`config.mk`:
```
export PLATFORM = sky130hd
export DESIGN_NAME = ft245_device
export DESIGN_NICKNAME = d
export VERILOG_FILES = /design/src/rtl/ft245_device.sv
export SDC_FILE = /design/constraint.sdc
export NUM_CORES = 1
export LEC_CHECK = 0
export ABC_AREA = 1
export CAP_MARGIN = 20
export CELL_PAD_IN_SITES_DETAIL_PLACEMENT = 1
export CELL_PAD_IN_SITES_GLOBAL_PLACEMENT = 2
export CORE_MARGIN = 1
export CORE_UTILIZATION = 38
export CTS_CLUSTER_DIAMETER = 30
export DETAILED_ROUTE_END_ITERATION = 16
export PLACE_DENSITY_LB_ADDON = 0.1
export SKIP_CTS_REPAIR_TIMING = 1
export SLEW_MARGIN = 20
export SYNTH_ARGS = -nofsm -noshare
export SYNTH_HDL_FRONTEND = slang
export SYNTH_SLANG_ARGS = --single-unit
```
`constraint.sdc`:
```
create_clock -name clk -period 1.9 [get_ports clk]
set_input_delay 0.38 -clock clk [delete_from_list [all_inputs] [get_ports clk]]
set_output_delay 0.38 -clock clk [all_outputs]
set_load 0.02 [all_outputs]
```
`src/rtl/ft245_device.sv`:
```
// FT245-style FIFO device endpoint: plays the USB FIFO chip for a bus master
// driving rd/wr strobes, with stream-side RX (toward master) and TX (from master) FIFOs.
module ft245_device #(
    parameter int DEPTH     = 16,
    parameter int PRECHARGE = 2
) (
    input  logic                     clk,
    input  logic                     reset,
    input  logic                     ft_rd_n,
    input  logic                     ft_wr_n,
    input  logic [7:0]               ft_din,
    output logic [7:0]               ft_dout,
    output logic                     ft_dout_oe,
    output logic                     ft_rxf_n,
    output logic                     ft_txe_n,
    input  logic                     in_valid,
    output logic                     in_ready,
    input  logic [7:0]               in_data,
    output logic                     out_valid,
    input  logic                     out_ready,
    output logic [7:0]               out_data,
    output logic [$clog2(DEPTH):0]   rx_level,
    output logic [$clog2(DEPTH):0]   tx_level,
    output logic                     proto_err
);

    localparam int AW = $clog2(DEPTH);
    localparam int PW = (PRECHARGE > 1) ? $clog2(PRECHARGE) : 1;
    localparam logic [PW-1:0] PRE_LOAD = PW'(PRECHARGE - 1);
    localparam logic [AW:0]   FULL_CNT = (AW+1)'(DEPTH);

    typedef enum logic [1:0] {R_IDLE, R_ACTIVE, R_PRE} rd_state_t;
    typedef enum logic [1:0] {W_IDLE, W_ACTIVE, W_PRE} wr_state_t;

    rd_state_t r_state, r_next;
    wr_state_t w_state, w_next;

    logic          rd_q, wr_q, rd_arm, wr_arm;
    logic          rd_fall, rd_rise, wr_fall, wr_rise;
    logic          rd_ok, wr_ok, err_now;
    logic [PW-1:0] r_cnt, w_cnt;

    logic [7:0]    rx_mem [DEPTH];
    logic [7:0]    tx_mem [DEPTH];
    logic [AW-1:0] rx_wr_ptr, rx_rd_ptr, tx_wr_ptr, tx_rd_ptr;
    logic [AW:0]   rx_count, tx_count, rx_count_next, tx_count_next;
    logic          rx_empty, tx_full;
    logic          rx_push, rx_pop, tx_push, tx_pop;

    // The arm flags suppress a falling edge for a strobe held low through reset release.
    always_ff @(posedge clk) begin
        if (reset) begin
            rd_q   <= 1'b1;
            wr_q   <= 1'b1;
            rd_arm <= 1'b0;
            wr_arm <= 1'b0;
        end else begin
            rd_q <= ft_rd_n;
            wr_q <= ft_wr_n;
            if (ft_rd_n) rd_arm <= 1'b1;
            if (ft_wr_n) wr_arm <= 1'b1;
        end
    end

    assign rd_fall = rd_arm & rd_q & ~ft_rd_n;
    assign wr_fall = wr_arm & wr_q & ~ft_wr_n;
    assign rd_rise = ~rd_q & ft_rd_n;
    assign wr_rise = ~wr_q & ft_wr_n;

    assign rx_empty = (rx_count == '0);
    assign tx_full  = (tx_count == FULL_CNT);

    // Simultaneous falls and cross-direction contention reject both strobes.
    assign rd_ok   = rd_fall && (r_state == R_IDLE) && !rx_empty
                     && (w_state != W_ACTIVE) && !wr_fall;
    assign wr_ok   = wr_fall && (w_state == W_IDLE) && !tx_full
                     && (r_state != R_ACTIVE) && !rd_fall;
    assign err_now = (rd_fall && !rd_ok) || (wr_fall && !wr_ok);

    always_comb begin
        r_next = r_state;
        rx_pop = 1'b0;
        case (r_state)
            R_IDLE:   if (rd_ok) r_next = R_ACTIVE;
            R_ACTIVE: if (rd_rise) begin
                          rx_pop = 1'b1;
                          r_next = R_PRE;
                      end
            R_PRE:    if (r_cnt == '0) r_next = R_IDLE;
            default:  r_next = R_IDLE;
        endcase
    end

    always_comb begin
        w_next  = w_state;
        tx_push = 1'b0;
        case (w_state)
            W_IDLE:   if (wr_ok) begin
                          tx_push = 1'b1;
                          w_next  = W_ACTIVE;
                      end
            W_ACTIVE: if (wr_rise) w_next = W_PRE;
            W_PRE:    if (w_cnt == '0) w_next = W_IDLE;
            default:  w_next = W_IDLE;
        endcase
    end

    always_ff @(posedge clk) begin
        if (reset) begin
            r_state    <= R_IDLE;
            w_state    <= W_IDLE;
            r_cnt      <= '0;
            w_cnt      <= '0;
            ft_dout    <= '0;
            ft_dout_oe <= 1'b0;
            proto_err  <= 1'b0;
        end else begin
            r_state   <= r_next;
            w_state   <= w_next;
            proto_err <= err_now;
            if (r_state == R_ACTIVE && r_next == R_PRE) r_cnt <= PRE_LOAD;
            else if (r_state == R_PRE && r_cnt != '0)   r_cnt <= r_cnt - 1'b1;
            if (w_state == W_ACTIVE && w_next == W_PRE) w_cnt <= PRE_LOAD;
            else if (w_state == W_PRE && w_cnt != '0)   w_cnt <= w_cnt - 1'b1;
            if (rd_ok) begin
                ft_dout    <= rx_mem[rx_rd_ptr];
                ft_dout_oe <= 1'b1;
            end else if (rx_pop) begin
                ft_dout_oe <= 1'b0;
            end
        end
    end

    assign ft_rxf_n = reset | (r_state != R_IDLE) | rx_empty;
    assign ft_txe_n = reset | (w_state != W_IDLE) | tx_full;

    assign rx_push = in_valid & in_ready;
    assign tx_pop  = out_valid & out_ready;

    always_comb begin
        rx_count_next = rx_count;
        tx_count_next = tx_count;
        if (rx_push && !rx_pop) rx_count_next = rx_count + 1'b1;
        if (!rx_push && rx_pop) rx_count_next = rx_count - 1'b1;
        if (tx_push && !tx_pop) tx_count_next = tx_count + 1'b1;
        if (!tx_push && tx_pop) tx_count_next = tx_count - 1'b1;
    end

    // Ready/valid flags are registered from the next occupancy so they never lag a push or pop.
    always_ff @(posedge clk) begin
        if (reset) begin
            rx_wr_ptr <= '0;
            rx_rd_ptr <= '0;
            tx_wr_ptr <= '0;
            tx_rd_ptr <= '0;
            rx_count  <= '0;
            tx_count  <= '0;
            in_ready  <= 1'b0;
            out_valid <= 1'b0;
        end else begin
            if (rx_push) rx_wr_ptr <= rx_wr_ptr + AW'(1);
            if (rx_pop)  rx_rd_ptr <= rx_rd_ptr + AW'(1);
            if (tx_push) tx_wr_ptr <= tx_wr_ptr + AW'(1);
            if (tx_pop)  tx_rd_ptr <= tx_rd_ptr + AW'(1);
            rx_count  <= rx_count_next;
            tx_count  <= tx_count_next;
            in_ready  <= (rx_count_next != FULL_CNT);
            out_valid <= (tx_count_next != '0);
        end
    end

    always_ff @(posedge clk) begin
        if (rx_push) rx_mem[rx_wr_ptr] <= in_data;
        if (tx_push) tx_mem[tx_wr_ptr] <= ft_din;
    end

    assign out_data = tx_mem[tx_rd_ptr];
    assign rx_level = rx_count;
    assign tx_level = tx_count;

endmodule

```
; ---- Yosys cells after proc, flatten, opt, wreduce, memory -nomap -nowiden
; Memory sizes are Yosys's and may differ from the RTL's. A register that Yosys moved wholly into a read port is not among the register bits.
; Index checks and enable logic that the tools add are counted.
[classes]
n_reduce_logical = 38
addsub = 10
bitwise_logic = 16
muxes = 28
eq_ne = 10
[op_table]
columns = operator, n
row1 = 2-to-1 mux 5 bit, 4
row2 = logical AND 1 bit, 18
row3 = "adder 4 x 1 -> 4 bit, second input constant", 4
row4 = 2-to-1 mux 1 bit, 14
row5 = 2-to-1 mux 2 bit, 6
row6 = one-hot mux 2 bit (3 select lines), 2
row7 = "adder 5 x 1 -> 5 bit, second input constant", 2
row8 = logical NOT 1 bit, 10
row9 = nonzero test 2 bit, 5
row10 = "subtractor 5 x 1 -> 5 bit, second input constant", 2
row11 = bitwise AND 1 bit, 8
row12 = "equality test 2 bit, second input constant", 4
row13 = 2-to-1 mux 4 bit, 2
row14 = "equality test 5 bit, second input constant", 1
row15 = logical NOT 5 bit, 1
row16 = "!= test 5 bit, second input constant", 1
row17 = nonzero test 5 bit, 1
row18 = "equality test 2 x 1 -> 1 bit, second input constant", 2
row19 = logical NOT 2 bit, 2
row20 = "!= test 2 x 1 -> 1 bit, second input constant", 2
row21 = NOT 1 bit, 4
row22 = OR 1 bit, 4
row23 = "subtractor 1 bit, second input constant", 2
row24 = logical OR 1 bit, 1
[totals]
mem_count = 2
reg_bits = 40
in_bits = 22
ram_bits = 256
out_inout_bits = 32
[mem_list]
columns = name, words, word_bits, read_ports, rd_clocked_by_memory_dff, write_ports, line
row1 = rx_mem, 16, 8, 1, 1, 1, 43  ; logic [7:0] rx_mem [DEPTH];
row2 = tx_mem, 16, 8, 1, 1, 1, 44  ; logic [7:0] tx_mem [DEPTH];

; ---- Depth between registers and ports, before layout
; Gate-level depths: netlist of the first run.
[depth]
ltp_word = 12
mapped_depth = 14
depth_no_buf = 14

; ---- Least setup slack after synthesis of the first run
; No wires, ideal clock.
[synth_timing]
path_kind = register to register
from = register tx_count[0] (netlist: tx_level[0])
to = memory tx_mem[4][0] (enable)
slack_ps = -253
setup_ps = 370
arrival_time_ps = 1783
path_stages_with_launch = 10
n_path_buf = 0
required_ps = 1530
path_cell_list = dfxtp_1 inv_1 ha_1 nand2_1 nor2_2 nor2_2 nand2_4 inv_2 nand2_1 nor2_1
[synth_between]
elab_chain_cells = 9
[synth_rtl]
columns = item, line
row1 = start: declaration, 46  ; logic [AW:0] rx_count, tx_count, rx_count_next, tx_count_next;
row2 = start signal: assignment, 166  ; tx_count <= tx_count_next;
row3 = equality test 5 bit, 71  ; assign tx_full = (tx_count == FULL_CNT);
row4 = logical NOT 1 bit, 76  ; assign wr_ok = wr_fall && (w_state == W_IDLE) && !tx_full
row5 = logical AND 1 bit, 76
row6 = logical AND 1 bit (2 in a row), 77  ; && (r_state != R_ACTIVE) && !rd_fall;
row7 = 2-to-1 mux 1 bit, 98  ; W_IDLE: if (wr_ok) begin
row8 = 2-to-1 mux 1 bit, 97  ; case (w_state)
row9 = 2-to-1 mux 1 bit, 174  ; if (tx_push) tx_mem[tx_wr_ptr] <= ft_din;
row10 = 2-to-1 mux 1 bit (not written as such), 174
row11 = end: declaration, 44
; Every way passes these cells.

==> results.md, run 1 <==
* # rows at 66
* P&R area growth vs syn at 39.64%
* Most common cell on crit path: o21ai_0
* Vias/cell at 5.037
* Footprint of the multi-input gates at roughly 3600 µm²
* Crit end category: primary output
* Core ar. at 32780 µm²
* Starting Density at 0.3883
* Clock Path Buffers at 3
* Gr usage total at 0.2132
* Worst Path Max Fanout at 10
* Type of the most critical hold path: input pin to flip-flop
* Status: complete, but fails checks
* Mux cell area share after synthesis at 0.02516
* Post-Synth Simple-Gate Area at 0.09612
* Clk sink count at 308
* Layout cell share with drive strength beyond 1 at 0.2579
* Vias in the first global route at 9541
* Crit Path Class: flip-flop to primary output
* Register area share after synthesis at 0.6856
* Reg area at 8745 µm²
* ANT cells at 0
* Via Count at 9041
* Worst setup margin at -0.6005 ns
* Clock Latency Late Sink at roughly 0.57 ns
* DR DRC count at 0
* LEAKAGE at 6.949 nW
* Routability cong. at between 0.7 and 0.8
* Cell Area, Synth at approximately 13000 µm²
* Mean Syn Cell Area at 11.83 µm²
* Clock transition at path regs at 0.05 ns
* Hold Fails Final Rpt at 0
* I/O Pins at 54
* Initial DRC count at approximately 390
* Synth Register Bits at 308
* VDD IR-drop max at 0.8436 mV
* Unrepaired setup endpoints after global routing: yes
* Worst slew pin tran at between 0.5 and 0.6 ns
* Final Critical Period at 2.501 ns
* Maximum capacitance violations at 0
* CP peak stage delay at 0.39 ns
* Final setup skew at 0.02171 ns
* Largest net degree at the start of global routing at between 40 and 50
* Main combinational cell family by area after synthesis: compound AO/OA/AOI/OAI gates
* First-pass GRT wire length at 54010 µm
* CP Data Required Time at 1.52 ns
* CTS buffer count at 75
* Synth Flop Type: edfxtp_1
* Worst EP arrival at 2.12 ns
* Detailed placement HPWL at 22260 µm
* Avg WL per Cell at 20.24 µm
* Worst Setup Start Kind: flip-flop
* Hold_ws at 0.4210 ns
* P per Cell Area at 1334 nW/µm²
* Post-synthesis cell count at 1076
* Die Area at roughly 34000 µm²
* GRT overflow at 0
* Number of buffers added on ports at 53
* DRT Pass-1 Iters at 4
* Synthesized net count at 1114
* Drt total wl at 36330 µm
* Xor-xnor portion of the synthesized cell area at 0.004128
* Root buffer cell: clkbuf_16
* Antenna violations before repair at 0
* Tcrit/Tclk final at 1.316
* Fill cell count at around 3400
* Routed Antenna Nets at 0
* H-tree depth at 3
* Rel. slew slack at 0.5990
* Post-synthesis adder-cell area fraction at 0.01572
* CTS tree: built
* Final setup vio count at 9
* Worst-path cell chain: buf_12 > clkbuf_16 > o21ai_0 > o21ai_0 > o211ai_1 > nand2_1 > buf_4
* Max Freq at 399.9 MHz
* Die Y at 185.0 µm
* Synth Warn # at 0
* Slowest cell on the critical path: dfxtp_4
* Ys async rst share at 0
* Nets at roughly 1300
* Slew Limit Fails at 0
* Post-synth EDFFs at roughly 260
* Violated checks: setup timing
* Compound-cell area share of the yosys netlist at 0.1224
* Netlist cell types at 35
* Die width at 185.0 µm
* Pre-CTS setup slack at -0.3849 ns
-- power breakdown --
group	switching, mW	internal [mW]
Sequential	0.118	7.50
Combinational	1.80	1.53
Clock	4.04	8.73
-- synth_stat cells (8+ instances only) --
cell	count	share of area
inv_1	93	0.027
o211ai_1	52	0.031
clkbuf_1	31	0.0091
dfxtp_1	52	0.082
o21ai_1	29	0.011
o21ai_0	100	0.039
o22ai_1	8	0.0039
mux2i_1	32	0.025
edfxtp_1	256	0.60
buf_2	11	0.0043
inv_2	8	0.0024
ha_1	16	0.016
nand2_1	86	0.025
a21oi_1	65	0.026
nor2_1	140	0.041
nand3_1	33	0.013
o221ai_1	14	0.0096
-- cells in the final DEF (no fill, tap or decap), types with 21 or more instances in the layout --
| master | count |
|---|---|
| a21oi_1 | 57 |
| buf_4 | 118 |
| clkbuf_16 | 80 |
| clkdlybuf4s50_1 | 22 |
| dfxtp_1 | 45 |
| dlymetal6s2s_1 | 21 |
| edfxtp_1 | 256 |
| inv_1 | 88 |
| mux2i_1 | 27 |
| nand2_1 | 82 |
| nand3_1 | 32 |
| nor2_1 | 123 |
| o211ai_1 | 52 |
| o21ai_0 | 81 |
| o21ai_1 | 45 |
-- registers in the layout (all words and copies together) (netlist names), 2 cells and up, named ones only --
name / cells
rx_mem: 128
tx_mem: 128
ft_dout: 8
rx_level: 5
tx_level: 5
rx_rd_ptr: 4
rx_wr_ptr: 4
tx_rd_ptr: 4
tx_wr_ptr: 4
r_state: 2
w_state: 2
-- cell families (layout without fill, tap and decap cells) --
kind of cell / after synthesis / in the layout
flops: 308 / 308
simple gates: 286 / 286
compound gates: 271 / 271
buf+inv: 157 / 434
mux: 32 / 32
fa+ha+maj: 16 / 16
xor+xnor: 6 / 6
-- cell type report --
cell class / count / area share
Clock buffer: 97 / 0.1153
Clock inverter: 41 / 0.02893
Inverter: 103 / 0.02196
Multi-Input combinational cell: 611 / 0.2001
Sequential cell: 308 / 0.4919
Tap cell: 442 / 0.03111
Timing Repair Buffer: 193 / 0.1107
-- worst paths after layout --
check,start,depth (start not counted),end,slack [ns]
setup / recovery,flip-flop,7,out_data[2],-0.60
hold reg to reg,tx_rd_ptr[3]$_SDFFE_PP0P_,1,flip-flop,0.45
hold / removal,ft_wr_n,3,wr_arm$_SDFFE_PP0P_,0.42
setup reg to reg,tx_level[1]$_SDFF_PP0_,10,tx_mem[4][3]$_DFFE_PP_,0.10
-- worst max-delay path, delay by kind of cell (launching register included) --
family / cells / cell delay, ns
AOI/OAI and AO/OA: 3 / 0.58
DFF: 1 / 0.39
buffers and inverters: 3 / 0.49
and+or+nand+nor: 1 / 0.09
-- layer usage --
layer | part of all wire | GRT usage | routed length, µm
met2 | 0.53 | 0.3806 | 19080
met3 | 0.038 | 0.04503 | 1391
met4 | 0.020 | 0.07405 | 741
met5 | 0 | 0 | 0
met1 | 0.42 | 0.2527 | 15110
-- stage by stage --
stage | TNS, ns | instances | util | power [mW] | area [µm²]
detailed placement | -58.47 | 1636 | 0.4478 | 10.59 | 14680
global route | -5.033 | 1795 | 0.5422 | 24.57 | 17780
CTS | -13.81 | 1774 | 0.5260 | 23.49 | 17240
floorplan | -3.076 | 1076 | - | 9.227 | 12800
finish | -4.225 | 1795 | 0.5422 | 23.72 | 17780
global placement | -55.28 | 1636 | 0.4478 | 10.55 | 14680
Power figures use the tool's default switching activity.
==> run 2: changes to the inputs <==
--- a/config.mk
+++ b/config.mk
@@ -13,7 +13,7 @@
 export CORE_UTILIZATION = 38
 export CTS_CLUSTER_DIAMETER = 30
 export DETAILED_ROUTE_END_ITERATION = 16
-export PLACE_DENSITY_LB_ADDON = 0.1
+export PLACE_DENSITY_LB_ADDON = 0.05
 export SKIP_CTS_REPAIR_TIMING = 1
 export SLEW_MARGIN = 20
 export SYNTH_ARGS = -nofsm -noshare
==> results.md, run 2 (synthesized netlist as in run 1, its figures left out) <==
* Status: complete, but fails checks (unchanged)
* Violated checks: setup timing (unchanged)
* Clock transition at path regs at 0.04 ns (was 0.05 ns)
* Final setup vio count at 10 (was 9)
* Via Count at 8858 (was 9041)
* LEAKAGE at 6.735 nW (was 6.949 nW)
* Tcrit/Tclk final at 1.287 (was 1.316)
* Hold Fails Final Rpt at 0 (unchanged)
* Non-Filler Instances at 1772 (was 1795)
* Commonest non-fill, non-tap cell in the layout: edfxtp_1 (unchanged)
* ANT cells at 0 (unchanged)
* CTS tree: built (unchanged)
* Die Area at 34240 µm² (unchanged)
* Vias in the first global route at 9306 (was 9541)
* Gr usage total at 0.2071 (was 0.2132)
* Drt total wl at 34960 µm (was 36330 µm)
* Routed Antenna Nets at 0 (unchanged)
* Worst Path Max Fanout at 14 (was 10)
* DRT Pass-1 Iters at 4 (unchanged)
* Die Y at 185.0 µm (unchanged)
* Layout cell share with drive strength beyond 1 at 0.2414 (was 0.2579)
* H-tree depth at 3 (unchanged)
* DR DRC count at 0 (unchanged)
* Most frequent cells in the layout: edfxtp_1 (256), nor2_1 (124), buf_4 (102), inv_1 (89), o21ai_0 (86) (was edfxtp_1 (256), nor2_1 (123), buf_4 (118), inv_1 (88), nand2_1 (82))
* Cell Area, Placed at 14640 µm² (was 14680 µm²)
* Worst slew pin tran at 0.5914 ns (was 0.5996 ns)
* Routability cong. at 0.8053 (was 0.7994)
* Detailed placement HPWL at 22390 µm (was 22260 µm)
* Crit end category: primary output (unchanged)
* Nets at 1310 (was 1330)
* Largest net degree at the start of global routing at 33 (was 45)
* Max Freq at 409.0 MHz (was 399.9 MHz)
* Worst setup margin at -0.5452 ns (was -0.6005 ns)
* Worst Setup Start Kind: flip-flop (unchanged)
* Rel. slew slack at 0.6045 (was 0.5990)
* Critical hold path startpoint: tx_rd_ptr[3]$_SDFFE_PP0P_ (was ft_wr_n)
* Unrepaired setup endpoints after global routing: yes (unchanged)
* Avg WL per Cell at 19.73 µm (was 20.24 µm)
* Hold_ws at 0.4320 ns (was 0.4210 ns)
* Crit Path Class: flip-flop to primary output (unchanged)
* Die width at 185.0 µm (unchanged)
* # rows at 66 (unchanged)
* Cell count after placement at 1629 (was 1636)
* CP Data Required Time at 1.52 ns (about the same)
* Final setup skew at 0.02231 ns (was 0.02171 ns)
* Finished Core Util at 0.5312 (was 0.5422)
* Clk sink count at 308 (unchanged)
* P&R area growth vs syn at 36.79% (was 39.64%)
* Slew Limit Fails at 0 (unchanged)
* Number of buffers added on ports at 53 (unchanged)
* Type of the most critical hold path: flip-flop to flip-flop (was input pin to flip-flop)
* Final Critical Period at 2.445 ns (was 2.501 ns)
* I/O Pins at 54 (unchanged)
* CTS buffer count at 72 (was 75)
* Reg2Reg Setup Slack at 0.16 ns (was 0.10 ns)
* First-pass GRT wire length at 52960 µm (was 54010 µm)
* Clock Latency Late Sink at 0.57 ns (about the same)
* Worst EP arrival at 2.07 ns (was 2.12 ns)
* Maximum capacitance violations at 0 (unchanged)
* VDD IR-drop max at 0.7048 mV (was 0.8436 mV)
* Vias/cell at 4.999 (was 5.037)
* Initial DRC count at 392 (was 394)
* Core ar. at 32780 µm² (unchanged)
* Starting Density at 0.3883 (unchanged)
* Setup TNS at -4.179 ns (was -4.225 ns)
* Regs by FF count: rx_mem x128, tx_mem x128, ft_dout x8 (unchanged)
* Fin area at 17410 µm² (was 17780 µm²)
* P per Cell Area at 1301 nW/µm² (was 1334 nW/µm²)
* Antenna violations before repair at 0 (unchanged)
* Root buffer cell: clkbuf_16 (unchanged)
* Clock Path Buffers at 3 (unchanged)
* Worst R2R Start: r_state[1]$_SDFF_PP0_ (was tx_level[1]$_SDFF_PP0_)
* GRT overflow at 0 (unchanged)
[run 2: power by group]
group | total (mW) | switching, mW | internal (mW) | leakage [nW]
Combinational | 3.14 | 1.69 | 1.45 | 2.88
Sequential | 7.63 | 0.124 | 7.50 | 2.73
Clock | 11.9 | 3.77 | 8.12 | 1.13
[run 2: area by class of cell]
class | instances | area, µm²
Multi-Input combinational cell | 611 | 3562
Inverter | 103 | 389.1
Timing Repair Buffer | 176 | 1788
Sequential cell | 308 | 8742
Clock buffer | 91 | 1968
Fill cell | 3382 | 15370
Tap cell | 442 | 553.0
Clock inverter | 41 | 411.6
[run 2: layer usage]
layer,up-vias,track usage,share of wire
met5,-,0,0
met4,0,0.07835,0.019
met3,50,0.03991,0.036
met2,163,0.3665,0.52
met1,4388,0.2482,0.42
li1,4257,-,-
[run 2: path summary, 6_finish.rpt]
kind,end,depth (start not counted)
max,out_data[2],7
min,flip-flop,1
max reg2reg,out_valid$_SDFF_PP0_,14
min reg2reg,flip-flop,1
[run 2: worst max-delay path, cell delays in order (launching register included)]
cell and delay [ns]:
dfxtp_4 0.41, buf_4 0.17, clkbuf_16 0.17, o21ai_1 0.15
o21ai_1 0.08, o211ai_1 0.28, nand2_1 0.11, buf_6 0.14
[run 2: stage by stage]
step	setup WS, ns	power [mW]
detailed placement	-0.4305	10.50
global placement	-0.4043	10.46
global route	-0.6175	23.51
CTS	-1.038	22.53
finish	-0.5452	22.66
floorplan	-0.04486	9.227
